$ cat src/rtl/leg4_progmem_if.sv
// Fetch port, load stream and status bundle between the loader/CPU side and leg4_progmem.
interface leg4_progmem_if;
  logic [3:0] adr;
  logic [7:0] mem;
  logic       cpu_nrst;
  logic       ld_start;
  logic       run;
  logic [7:0] ld_data;
  logic       ld_valid;
  logic       ld_ready;
  logic       busy;
  logic       err;

  modport slave (
    input  adr, ld_start, run, ld_data, ld_valid,
    output mem, cpu_nrst, ld_ready, busy, err
  );

  modport master (
    output adr, ld_start, run, ld_data, ld_valid,
    input  mem, cpu_nrst, ld_ready, busy, err
  );
endinterface

$ cat src/rtl/leg4_progmem.sv
// 16x8 program RAM with byte-stream loader; fetch is combinational, loads use valid/ready (ready only while loading).
// Optional trailing checksum byte enabled by defining LEG4_PROGMEM_CHECKSUM_EN.
module leg4_progmem #(
  parameter int AUTORUN = 1
) (
  input logic            clk,
  input logic            nrst,
  leg4_progmem_if.slave  bus
);

  typedef enum logic [1:0] {
    ST_IDLE  = 2'd0,
    ST_LOAD  = 2'd1,
`ifdef LEG4_PROGMEM_CHECKSUM_EN
    ST_CHECK = 2'd2,
`endif
    ST_RUN   = 2'd3
  } state_t;

  state_t     state;
  state_t     state_nxt;
  logic [3:0] wptr;
  logic [3:0] wptr_nxt;
  logic       wr_en;

  // 2-state storage so the array comes up all-zero without a reset port
  bit [7:0]   ram [16];

`ifdef LEG4_PROGMEM_CHECKSUM_EN
  logic [7:0] sum;
  logic [7:0] sum_nxt;
  logic       err_q;
  logic       err_nxt;
`endif

  always_comb begin
    state_nxt = state;
    wptr_nxt  = wptr;
    wr_en     = 1'b0;
`ifdef LEG4_PROGMEM_CHECKSUM_EN
    sum_nxt   = sum;
    err_nxt   = err_q;
`endif
    case (state)
      ST_IDLE: begin
        if (bus.ld_start) begin
          state_nxt = ST_LOAD;
          wptr_nxt  = 4'd0;
`ifdef LEG4_PROGMEM_CHECKSUM_EN
          sum_nxt   = 8'd0;
          err_nxt   = 1'b0;
`endif
        end else if (bus.run) begin
          state_nxt = ST_RUN;
        end
      end
      ST_RUN: begin
        if (bus.ld_start) begin
          state_nxt = ST_LOAD;
          wptr_nxt  = 4'd0;
`ifdef LEG4_PROGMEM_CHECKSUM_EN
          sum_nxt   = 8'd0;
          err_nxt   = 1'b0;
`endif
        end
      end
      ST_LOAD: begin
        // a restart beats a byte offered in the same cycle
        if (bus.ld_start) begin
          wptr_nxt = 4'd0;
`ifdef LEG4_PROGMEM_CHECKSUM_EN
          sum_nxt  = 8'd0;
`endif
        end else if (bus.ld_valid) begin
          wr_en    = 1'b1;
          wptr_nxt = wptr + 4'd1;
`ifdef LEG4_PROGMEM_CHECKSUM_EN
          sum_nxt  = sum + bus.ld_data;
          if (wptr == 4'hF) begin
            state_nxt = ST_CHECK;
          end
`else
          if (wptr == 4'hF) begin
            state_nxt = (AUTORUN != 0) ? ST_RUN : ST_IDLE;
          end
`endif
        end
      end
`ifdef LEG4_PROGMEM_CHECKSUM_EN
      ST_CHECK: begin
        if (bus.ld_start) begin
          state_nxt = ST_LOAD;
          wptr_nxt  = 4'd0;
          sum_nxt   = 8'd0;
        end else if (bus.ld_valid) begin
          if (bus.ld_data == sum) begin
            err_nxt   = 1'b0;
            state_nxt = (AUTORUN != 0) ? ST_RUN : ST_IDLE;
          end else begin
            err_nxt   = 1'b1;
            state_nxt = ST_IDLE;
          end
        end
      end
`endif
      default: begin
        state_nxt = ST_IDLE;
      end
    endcase
  end

  always_ff @(posedge clk) begin
    if (!nrst) begin
      state <= ST_IDLE;
      wptr  <= 4'd0;
`ifdef LEG4_PROGMEM_CHECKSUM_EN
      sum   <= 8'd0;
      err_q <= 1'b0;
`endif
    end else begin
      state <= state_nxt;
      wptr  <= wptr_nxt;
`ifdef LEG4_PROGMEM_CHECKSUM_EN
      sum   <= sum_nxt;
      err_q <= err_nxt;
`endif
    end
  end

  // reset aborts a load but never touches bytes already stored
  always_ff @(posedge clk) begin
    if (wr_en && nrst) begin
      ram[wptr] <= bus.ld_data;
    end
  end

  assign bus.mem      = ram[bus.adr];
  assign bus.cpu_nrst = (state == ST_RUN);
`ifdef LEG4_PROGMEM_CHECKSUM_EN
  assign bus.ld_ready = (state == ST_LOAD) || (state == ST_CHECK);
  assign bus.busy     = (state == ST_LOAD) || (state == ST_CHECK);
  assign bus.err      = err_q;
`else
  assign bus.ld_ready = (state == ST_LOAD);
  assign bus.busy     = (state == ST_LOAD);
  assign bus.err      = 1'b0;
`endif

endmodule

$ cat src/flat_wrapper.sv
// flat-port wrapper written by rule: the top's interface ports become plain ports
module leg4_progmem_flat 
#(
  parameter int AUTORUN = 1
)
  (clk, nrst, bus_adr, bus_ld_start, bus_run, bus_ld_data, bus_ld_valid, bus_mem, bus_cpu_nrst, bus_ld_ready, bus_busy, bus_err);
  leg4_progmem_if bus_i ();
  input logic clk;
  input logic nrst;
  input wire logic [$bits(bus_i.adr)-1:0] bus_adr;
  input wire logic [$bits(bus_i.ld_start)-1:0] bus_ld_start;
  input wire logic [$bits(bus_i.run)-1:0] bus_run;
  input wire logic [$bits(bus_i.ld_data)-1:0] bus_ld_data;
  input wire logic [$bits(bus_i.ld_valid)-1:0] bus_ld_valid;
  output wire logic [$bits(bus_i.mem)-1:0] bus_mem;
  output wire logic [$bits(bus_i.cpu_nrst)-1:0] bus_cpu_nrst;
  output wire logic [$bits(bus_i.ld_ready)-1:0] bus_ld_ready;
  output wire logic [$bits(bus_i.busy)-1:0] bus_busy;
  output wire logic [$bits(bus_i.err)-1:0] bus_err;
  assign bus_i.adr = bus_adr;
  assign bus_i.ld_start = bus_ld_start;
  assign bus_i.run = bus_run;
  assign bus_i.ld_data = bus_ld_data;
  assign bus_i.ld_valid = bus_ld_valid;
  assign bus_mem = bus_i.mem;
  assign bus_cpu_nrst = bus_i.cpu_nrst;
  assign bus_ld_ready = bus_i.ld_ready;
  assign bus_busy = bus_i.busy;
  assign bus_err = bus_i.err;
  leg4_progmem #(.AUTORUN(AUTORUN)) u_core (.clk(clk), .nrst(nrst), .bus(bus_i));
endmodule
$ cat config.mk
export PLATFORM = sky130hd
export DESIGN_NAME = leg4_progmem_flat
export DESIGN_NICKNAME = d
export VERILOG_FILES = /design/src/rtl/leg4_progmem_if.sv /design/src/rtl/leg4_progmem.sv /design/src/flat_wrapper.sv
export SDC_FILE = /design/constraint.sdc
export NUM_CORES = 1
export LEC_CHECK = 0
export CELL_PAD_IN_SITES_DETAIL_PLACEMENT = 1
export CELL_PAD_IN_SITES_GLOBAL_PLACEMENT = 2
export CORE_UTILIZATION = 49
export CTS_BUF_LIST = sky130_fd_sc_hd__clkbuf_8
export DETAILED_ROUTE_END_ITERATION = 16
export GPL_TIMING_DRIVEN = 0
export PLACE_DENSITY = 0.83
export REMOVE_ABC_BUFFERS = 1
export SLEW_MARGIN = 20
export SYNTH_ARGS = -nofsm -noshare
export SYNTH_HDL_FRONTEND = slang
export SYNTH_SLANG_ARGS = --single-unit
$ cat constraint.sdc
create_clock -name clk -period 4.1 [get_ports clk]
set_clock_uncertainty 0.15 [all_clocks]
set_input_delay 0.82 -clock clk [delete_from_list [all_inputs] [get_ports clk]]
set_output_delay 0.82 -clock clk [all_outputs]
set_load 0.02 [all_outputs]
* Yosys cells after proc, flatten, opt, wreduce, memory -nomap -nowiden
Memories as Yosys holds them, arrays and structs flattened.
Index checks and enable logic that the tools add are counted.
W data, S select, Z words.
** Cells by class
- Eq/ne operators :: 10
- Reduce and logical (&&, ||, !) cells :: 6
- Mux-type cells :: 16
- Add/subtract/negate cells :: 1
** Operators by type and width (number)
- $mux W2 :: 6
- $mux W4 :: 3
- $pmux W4 S2 :: 1
- $ne A2 B2 Y1 const B :: 3
- $ne A3 B3 Y1 const B :: 2
- $pmux W2 S3 :: 1
- $mux W1 :: 5
- $reduce_and A5 Y1 :: 1
- $add A4 B1 Y4 const B :: 1
- $eq A4 B4 Y1 const B :: 1
- $ne A2 B1 Y1 const B :: 2
- $reduce_and A3 Y1 :: 1
- $eq A2 B1 Y1 const B :: 1
- $eq A2 B2 Y1 const B :: 1
- $logic_not A2 Y1 :: 1
- $reduce_bool A2 Y1 :: 1
- $reduce_or A2 Y1 :: 1
- $logic_and A1 B1 Y1 :: 1
** Word-level totals
- Flip-flop bits (word level) :: 6
- Input port bits :: 17
- Output and inout bits :: 12
- Memories :: 1
- Logic and storage cells :: 36
- Memory bits (writable) :: 128
** Memories
- u_core.ram :: words 16, width 8, rd ports 1, clocked after Yosys merged registers in 0, write ports 1, line leg4_progmem.sv:27 : bit [7:0] ram [16];

* Depth between registers and ports, before layout
Gate-level depths: netlist of the first run.
- Word-level depth :: 6
- Gate-level depth with buffers :: 6
- Mapped depth without buffers :: 6

* Worst setup path before layout of the first run
OpenSTA, ideal clock, no wires.
- Kind :: input port to output port
- Start :: input bus_adr[0]
- End :: output bus_mem[5]
- Stages :: 5
- Path buffers :: 2
- Data required time :: 3.130 ns
- Setup slack :: 1.181 ns
- Arrival :: 1.949 ns
- Cells stage by stage :: buf_6 > buf_6 > mux4_1 > a22oi_1 > nand2_1
** On the way
- Longest elaborated chain between the ends :: 1
** RTL lines
- start: declaration :: line flat_wrapper.sv:10 : input wire logic [$bits(bus_i.adr)-1:0] bus_adr;
- $mem_v2 Z16 W8
- end: declaration :: line flat_wrapper.sv:15 : output wire logic [$bits(bus_i.mem)-1:0] bus_mem;
Every way passes these cells.

* Final worst setup path of the first run
- Start :: input bus_adr[0]
- End :: output bus_mem[7]
The elaborated chain is that of the path after synthesis.

==> run_results.csv, run 1 <==
group,metric,value,unit
synth,mean_instance_size_in_the_synthesized_netlist,19.61,µm²
detailed_routing,routed_wirelength_normalized_by_instance_count,23.12,µm
final_layout,antenna-diode-count,0,
sta,layout_min_cycle_time,3.922,ns
setup_path,crit_arrival,2.95,ns
setup_path,required,3.13,ns
pwr,p_leak,2.058,nW
clock_tree,clk_latency,0.43,ns
placed_design,placed_cell_area,5841,µm²
synth,synthDistinctLibCells,35,
setup_path,crit_chain,"buf_4 -> buf_12 -> mux4_1 -> a22oi_1 -> nand2_1 -> clkdlybuf4s50_1",
grt,vias_in_the_first_global_route,2883,
sta,fmaxAchievable,255.0,MHz
detailed_routing,count_of_nets_left_with_antenna_violations_after_detail_routing,0,
floorplan,boundaryPins,29,
pwr,clock_power_share,39.1,%
clock_tree,max-clock-path-buffers,2,
setup_path,reg2reg_from,"u_core.state[1]$_SDFFE_PN0P_",
sta,slew_headroom,35.33,%
synth,mappedNetlistArea,5450,µm²
final_layout,area_added_between_synthesis_and_finish,14.99,%
synth,synth.yosys.seq_area_share,72.73,%
synth,yosys.area.top_type,"sky130_fd_sc_hd__edfxtp_1",
final_layout,nets,336,
pwr,power.share.sequential,51.6,%
pwr,ir_worst_vdd,0.2669,mV
status,status,"completed",
sta,fin_hold_ws,0.3703,ns
synth,synth-edff-count,128,
floorplan,dieWidth,107.5,µm
synth,synth_most_common_cell,"sky130_fd_sc_hd__edfxtp_1",
grt,grt_overflow_total,0,
setup_path,timing.critical_path.to_type,"primary output",
detailed_routing,dr.pass1.iters,4,
synth,netlist_top_cells_area,"sky130_fd_sc_hd__edfxtp_1 (71%), sky130_fd_sc_hd__mux4_2 (7.4%), sky130_fd_sc_hd__mux4_1 (6.7%)",
final_layout,post_route_cells_drive_above_1_share,17.28,%
clock_tree,post_cts_hold_buffer_count,0,
pwr,comb_power_share,9.2,%
setup_path,worstPathMaxFanout,20,
synth,synth_top_flop_cell,"sky130_fd_sc_hd__edfxtp_1",
setup_path,critical-path-max-stage-delay,0.59,ns
setup_path,critical_path_buf_inv_count,3,
detailed_routing,detail_route.iter0.violations,234,
floorplan,die_area,11550,µm²
sta,final-setup-viol-count,0,
clock_tree,clock_tree.htree_level_count,4,
clock_tree,numCtsBuffers,17,
placed_design,place.gp.congestion,0.7715,
final_layout,nFillCells,944,
grt,antenna_found_initial,0,
detailed_routing,post_drt_via_cell_ratio,5.774,
detailed_routing,num_vias,2679,
setup_path,setup.reg_to_reg.worst_slack,1.36,ns
pwr,net_switching_fraction_of_the_power,22.50,%
clock_tree,cts_tree,"done",
setup_path,critical_path_class,"in2out",
synth,synthArstFlopShare,0,%
synth,ys_ff_latch,134,
synth,post_synth_inst_count,278,
floorplan,die_h,107.5,µm
floorplan,initial_core_util,50.28,%
grt,global_route_wire_length_before_repair,16650,µm
sta,final_min_period_over_clock_period,95.65,%
pwr,pwr_density_cell,471.3,nW/µm²
sta,timing.final.max_slew_violations,0,
hold_path,holdPathEnd,"u_core.state[1]$_SDFFE_PN0P_",
pwr,cellInternalPower,0.002289,W
grt,maximum_number_of_pins_on_one_net_before_global_route_repair,21,
sta,hold_viol,0,
synth,synth.yosys.warnings,0,
detailed_routing,drt_wl_total,10730,µm
clock_tree,post_cts_buffers,0,
pwr,total_switching_power,0.0006646,W
synth,post_synth_most_frequent_cells,"sky130_fd_sc_hd__edfxtp_1 (128), sky130_fd_sc_hd__mux4_2 (18), sky130_fd_sc_hd__a22oi_1 (16), sky130_fd_sc_hd__nand2_1 (15)",
sta,worst-slew-pin-transition,0.9665,ns
final_layout,finish.instance_area,6267,µm²
setup_path,crit-reg2reg-capture,"u_core.ram[13][7]$_DFFE_PP_",
floorplan,core-area,10840,µm²
hold_path,hold_path.class,"reg2reg",
synth,synth_largest_type_area_fraction,70.52,%
clock_tree,number_of_sinks_handled_by_clock_tree_synthesis,134,
placed_design,dp.final_hpwl,6992,µm
hold_path,holdCritStartpoint,"u_core.state[1]$_SDFFE_PN0P_",
clock_tree,cts_root_buf,"sky130_fd_sc_hd__clkbuf_8",
setup_path,reg2regPathDepth,6,
grt,gr-usage-all-layers,21.02,%
setup_path,cp_top_family,"buffers and inverters",
sta,grt_setup_unrepaired,"no",
placed_design,port-buffer-count,27,
hold_path,hold-path-cell-count,2,
clock_tree,clk_pin_slew,0.07,ns
detailed_routing,drc,0,
run,drv_cap,0,
floorplan,rows,38,
setup_path,cp_launch_type,"input pin",
setup_path,timing.critical_path.slowest_stage_cell,"sky130_fd_sc_hd__mux4_1",
-- power groups by stage --
stage	Sequential (W)	Clock [W]	Combinational, W
5_1_grt	0.00153	0.00122	0.000299
6_report	0.00153	0.00116	0.000273
3_3_place_gp	0.00156	0	0.000270
3_5_place_dp	0.00156	0	0.000276
4_1_cts	0.00153	0.00117	0.000278
2_1_floorplan	0.00155	0	0.000152
-- flip-flops by register name, summed over array words and instances, names as in the netlist --
name	count
u_core.ram	128
u_core.wptr	4
u_core.state	2
-- worst min-delay path, stage by stage, from the launching register on --
cell	delay [ns]
sky130_fd_sc_hd__dfxtp_1	0.35
sky130_fd_sc_hd__nand2_1	0.07
sky130_fd_sc_hd__mux2i_1	0.06
-- cell usage in the layout (no fill, tap or decap), types with 3 or more instances in the layout --
cell type / count
sky130_fd_sc_hd__a22oi_1: 16
sky130_fd_sc_hd__bufinv_16: 4
sky130_fd_sc_hd__clkbuf_8: 17
sky130_fd_sc_hd__clkdlybuf4s50_1: 25
sky130_fd_sc_hd__clkinvlp_4: 3
sky130_fd_sc_hd__dfxtp_1: 6
sky130_fd_sc_hd__edfxtp_1: 128
sky130_fd_sc_hd__ha_1: 8
sky130_fd_sc_hd__inv_1: 8
sky130_fd_sc_hd__mux4_1: 14
sky130_fd_sc_hd__mux4_2: 18
sky130_fd_sc_hd__nand2_1: 15
sky130_fd_sc_hd__nand2b_1: 5
sky130_fd_sc_hd__nor2_1: 14
sky130_fd_sc_hd__nor3_2: 4
sky130_fd_sc_hd__o21ai_0: 6
-- metrics by stage --
step	std cells	util (%)	worst slack, ns	setup TNS, ns	power, W
5_1_grt	464	57.81	0.07217	0	0.003046
3_3_place_gp	430	53.35	-1.493	-11.10	0.001825
2_1_floorplan	263	-	1.453	0	0.001703
6_report	464	57.81	0.1783	0	0.002954
4_1_cts	464	57.79	0.03499	0	0.002974
3_5_place_dp	432	53.88	0.01195	0	0.001832
-- routing by layer --
layer,vias to the layer above,GRT usage (%),wire length (µm)
li1,1208,-,-
met1,1387,27.66,4709
met2,67,33.00,5360
met3,17,4.661,447
met4,0,10.96,210
met5,-,0,0
-- kinds of logic (layout without fill, tap and decap cells) --
group	after synthesis	count (layout)	synth area share [%]
muxes	34	34	14.55
AOI/OAI and AO/OA	30	30	3.880
buffers and inverters	20	66	2.410
other	1	1	0.06880
adders and majority gates	8	8	1.837
and+or+nand+nor	51	51	4.523
DFF	134	134	72.73
-- timing repair --
item | 4_1_cts | 5_1_grt
gates resized for setup | 1 | 1
setup endpoints to repair | 1 | 1
endpoints found under the hold margin | 0 | 0
-- layout make-up --
type                            count  area, µm²  share of cell area [%]
Sequential cell                   134       3964                   63.25
Tap cell                          140      175.2                   2.795
Clock buffer                       17      234.0                   3.733
Clock inverter                     15      187.7                   2.995
Inverter                            5      18.77                  0.2995
Multi-Input combinational cell    124       1378                   21.98
Timing Repair Buffer               29      310.3                   4.951
-- worst max path at each step --
| stage | from | to | slack [ns] | cells past startpoint |
|---|---|---|---|---|
| 3_3_place_gp | bus_adr[0] | bus_mem[7] | -1.49 | 5 |
| 3_5_place_dp | bus_adr[0] | bus_mem[7] | 0.01 | 6 |
| 6_report | bus_adr[0] | bus_mem[7] | 0.18 | 6 |
| 2_1_floorplan | bus_adr[0] | bus_mem[2] | 1.45 | 3 |
| 4_1_cts | bus_adr[3] | bus_mem[7] | 0.03 | 5 |
| 5_1_grt | bus_adr[0] | bus_mem[7] | 0.07 | 6 |
Power figures use the tool's default switching activity.
==> inputs of run 2 (changes only) <==
- CAP_MARGIN: unset -> 20
- SETUP_SLACK_MARGIN: unset -> 0.5
==> run_results.csv, run 2 (synthesis gave the netlist of run 1 again) <==
group,metric,value,unit
status,status,"completed",
sta,worst-slew-pin-transition,0.9562,ns
grt,use_met2,34.70,%
placed_design,place.gp.congestion,0.7715,
setup_path,worstPathMaxFanout,14,
sta,timing.final.max_slew_violations,0,
setup_path,cp_launch_type,"input pin",
pwr,ir_worst_vdd,0.2337,mV
hold_path,holdPathEnd,"u_core.state[1]$_SDFFE_PN0P_",
clock_tree,post_cts_hold_buffer_count,0,
detailed_routing,drc,0,
sta,grt_setup_unrepaired,"no",
final_layout,post_route_cells_drive_above_1_share,19.69,%
grt,gr-usage-all-layers,21.54,%
final_layout,reg_top3,"u_core.ram x128, u_core.wptr x4, u_core.state x2",
clock_tree,cts_root_buf,"sky130_fd_sc_hd__clkbuf_8",
sta,fmaxAchievable,283.2,MHz
setup_path,timing.critical_path.to_type,"primary output",
floorplan,rows,38,
floorplan,die_area,11550,µm²
pwr,power.share.sequential,51.5,%
sta,final_min_period_over_clock_period,86.13,%
setup_path,required,3.13,ns
clock_tree,clk_pin_slew,0.07,ns
detailed_routing,drt_wl_total,11110,µm
grt,grt_most_used_layer,"met2",
grt,antenna_found_initial,0,
clock_tree,max-clock-path-buffers,2,
sta,aggregate_negative_setup_slack,0,ns
setup_path,crit-reg2reg-capture,"u_core.ram[13][1]$_DFFE_PP_",
hold_path,hold_path.class,"reg2reg",
pwr,net_switching_fraction_of_the_power,22.62,%
hold_path,holdCritStartpoint,"u_core.state[1]$_SDFFE_PN0P_",
setup_path,reg2regPathDepth,6,
clock_tree,cts_tree,"done",
sta,slew_headroom,36.02,%
clock_tree,clock_tree.htree_level_count,4,
pwr,cellInternalPower,0.002290,W
detailed_routing,count_of_nets_left_with_antenna_violations_after_detail_routing,0,
sta,fin_hold_ws,0.3709,ns
clock_tree,clk_latency,0.42,ns
grt,grt_overflow_total,0,
detailed_routing,dr.pass1.iters,4,
final_layout,area_added_between_synthesis_and_finish,15.98,%
floorplan,core-area,10840,µm²
detailed_routing,routed_wirelength_normalized_by_instance_count,23.88,µm
grt,maximum_number_of_pins_on_one_net_before_global_route_repair,18,
placed_design,dp.final_hpwl,6992,µm
setup_path,reg2reg_from,"u_core.state[1]$_SDFFE_PN0P_",
sta,final-setup-viol-count,0,
floorplan,die_h,107.5,µm
placed_design,port-buffer-count,27,
final_layout,antenna-diode-count,0,
clock_tree,number_of_sinks_handled_by_clock_tree_synthesis,134,
pwr,p_leak,2.098,nW
floorplan,initial_core_util,50.28,%
final_layout,largest_register_ff_count,128,
grt,met1_usage,27.71,%
grt,global_route.usage.met3,4.843,%
setup_path,crit_arrival,2.56,ns
setup_path,critical_path_class,"in2out",
grt,vias_in_the_first_global_route,2893,
final_layout,nets,337,
grt,global_route_wire_length_before_repair,16990,µm
detailed_routing,num_vias,2704,
pwr,total_switching_power,0.0006696,W
detailed_routing,post_drt_via_cell_ratio,5.815,
floorplan,boundaryPins,29,
pwr,clock_power_share,39.1,%
detailed_routing,detail_route.iter0.violations,210,
floorplan,dieWidth,107.5,µm
sta,layout_min_cycle_time,3.531,ns
clock_tree,numCtsBuffers,17,
final_layout,layout_common_cells,"sky130_fd_sc_hd__edfxtp_1 (128), sky130_fd_sc_hd__mux4_2 (19), sky130_fd_sc_hd__clkbuf_8 (17), sky130_fd_sc_hd__clkdlybuf4s50_1 (17), sky130_fd_sc_hd__nand2_1 (15)",
sta,hold_viol,0,
hold_path,hold-path-cell-count,2,
setup_path,setup.reg_to_reg.worst_slack,1.37,ns
pwr,pwr_density_cell,468.3,nW/µm²
run,drv_cap,0,
pwr,comb_power_share,9.3,%
final_layout,final_common_cell,"sky130_fd_sc_hd__edfxtp_1",
final_layout,max_flop_register,"u_core.ram",
## run 2: timing repair
action                                  4_1_cts  5_1_grt
buffers inserted                              0        0
cloned                                        1        0
endpoints found under the setup margin        8        4
resized for setup                            18        3
## run 2: metal layers
layer / vias to the layer above / wire, µm
met4: 0 / 202
met5: - / 0
met3: 14 / 472
met2: 74 / 5692
met1: 1408 / 4738
li1: 1208 / -
## run 2: cell type report
| type | instances | area [µm²] |
|---|---|---|
| flip-flops and latches | 134 | 3964 |
| clock inverters | 15 | 187.7 |
| repair buffers | 30 | 342.8 |
| fillers | 932 | 4519 |
| inverters | 5 | 18.77 |
| multi-input cells | 124 | 1399 |
| clock buffers | 17 | 234.0 |
| well taps | 140 | 175.2 |
## run 2: through the flow
step	cells	worst slack (ns)	instance area (µm²)	total power (W)	utilization (%)
after CTS	465	0.4926	6316	0.002976	58.26
after floorplan	263	1.453	5338	0.001703	-
after detailed placement	432	0.01195	5841	0.001832	53.88
after global routing	465	0.5025	6321	0.003051	58.31
final	465	0.5688	6321	0.002960	58.31
after global placement	430	-1.493	5783	0.001825	53.35
## run 2: worst max-delay path by stage
| stage | start | endpoint | slack, ns | cells past startpoint |
|---|---|---|---|---|
| after global placement | bus_adr[0] | bus_mem[7] | -1.49 | 5 |
| final | bus_adr[0] | bus_mem[2] | 0.57 | 6 |
| after floorplan | bus_adr[0] | bus_mem[2] | 1.45 | 3 |
| after detailed placement | bus_adr[0] | bus_mem[7] | 0.01 | 6 |
| after global routing | bus_adr[0] | bus_mem[2] | 0.50 | 6 |
| after CTS | bus_adr[0] | bus_mem[7] | 0.49 | 6 |
## run 2: worst max-delay path, cell delays in order
cell and delay (ns):
sky130_fd_sc_hd__buf_8 0.17, sky130_fd_sc_hd__bufbuf_16 0.32, sky130_fd_sc_hd__mux4_2 0.51, sky130_fd_sc_hd__a22oi_1 0.30, sky130_fd_sc_hd__nand2_1 0.10, sky130_fd_sc_hd__dlygate4sd2_1 0.34
## run 2: power by group through the flow
stage	clock [W]	combinational, W	sequential, W
6_report	0.00116	0.000276	0.00153
5_1_grt	0.00122	0.000302	0.00153
4_1_cts	0.00117	0.000279	0.00153
3_5_place_dp	0	0.000276	0.00156
3_3_place_gp	0	0.000270	0.00156
2_1_floorplan	0	0.000152	0.00155
==> inputs of run 3 (changes only) <==
- CTS_CLUSTER_DIAMETER: unset -> 30
==> results of run 3 <==
Same layout as run 2: the final DEF is identical, and so are final timing and power.
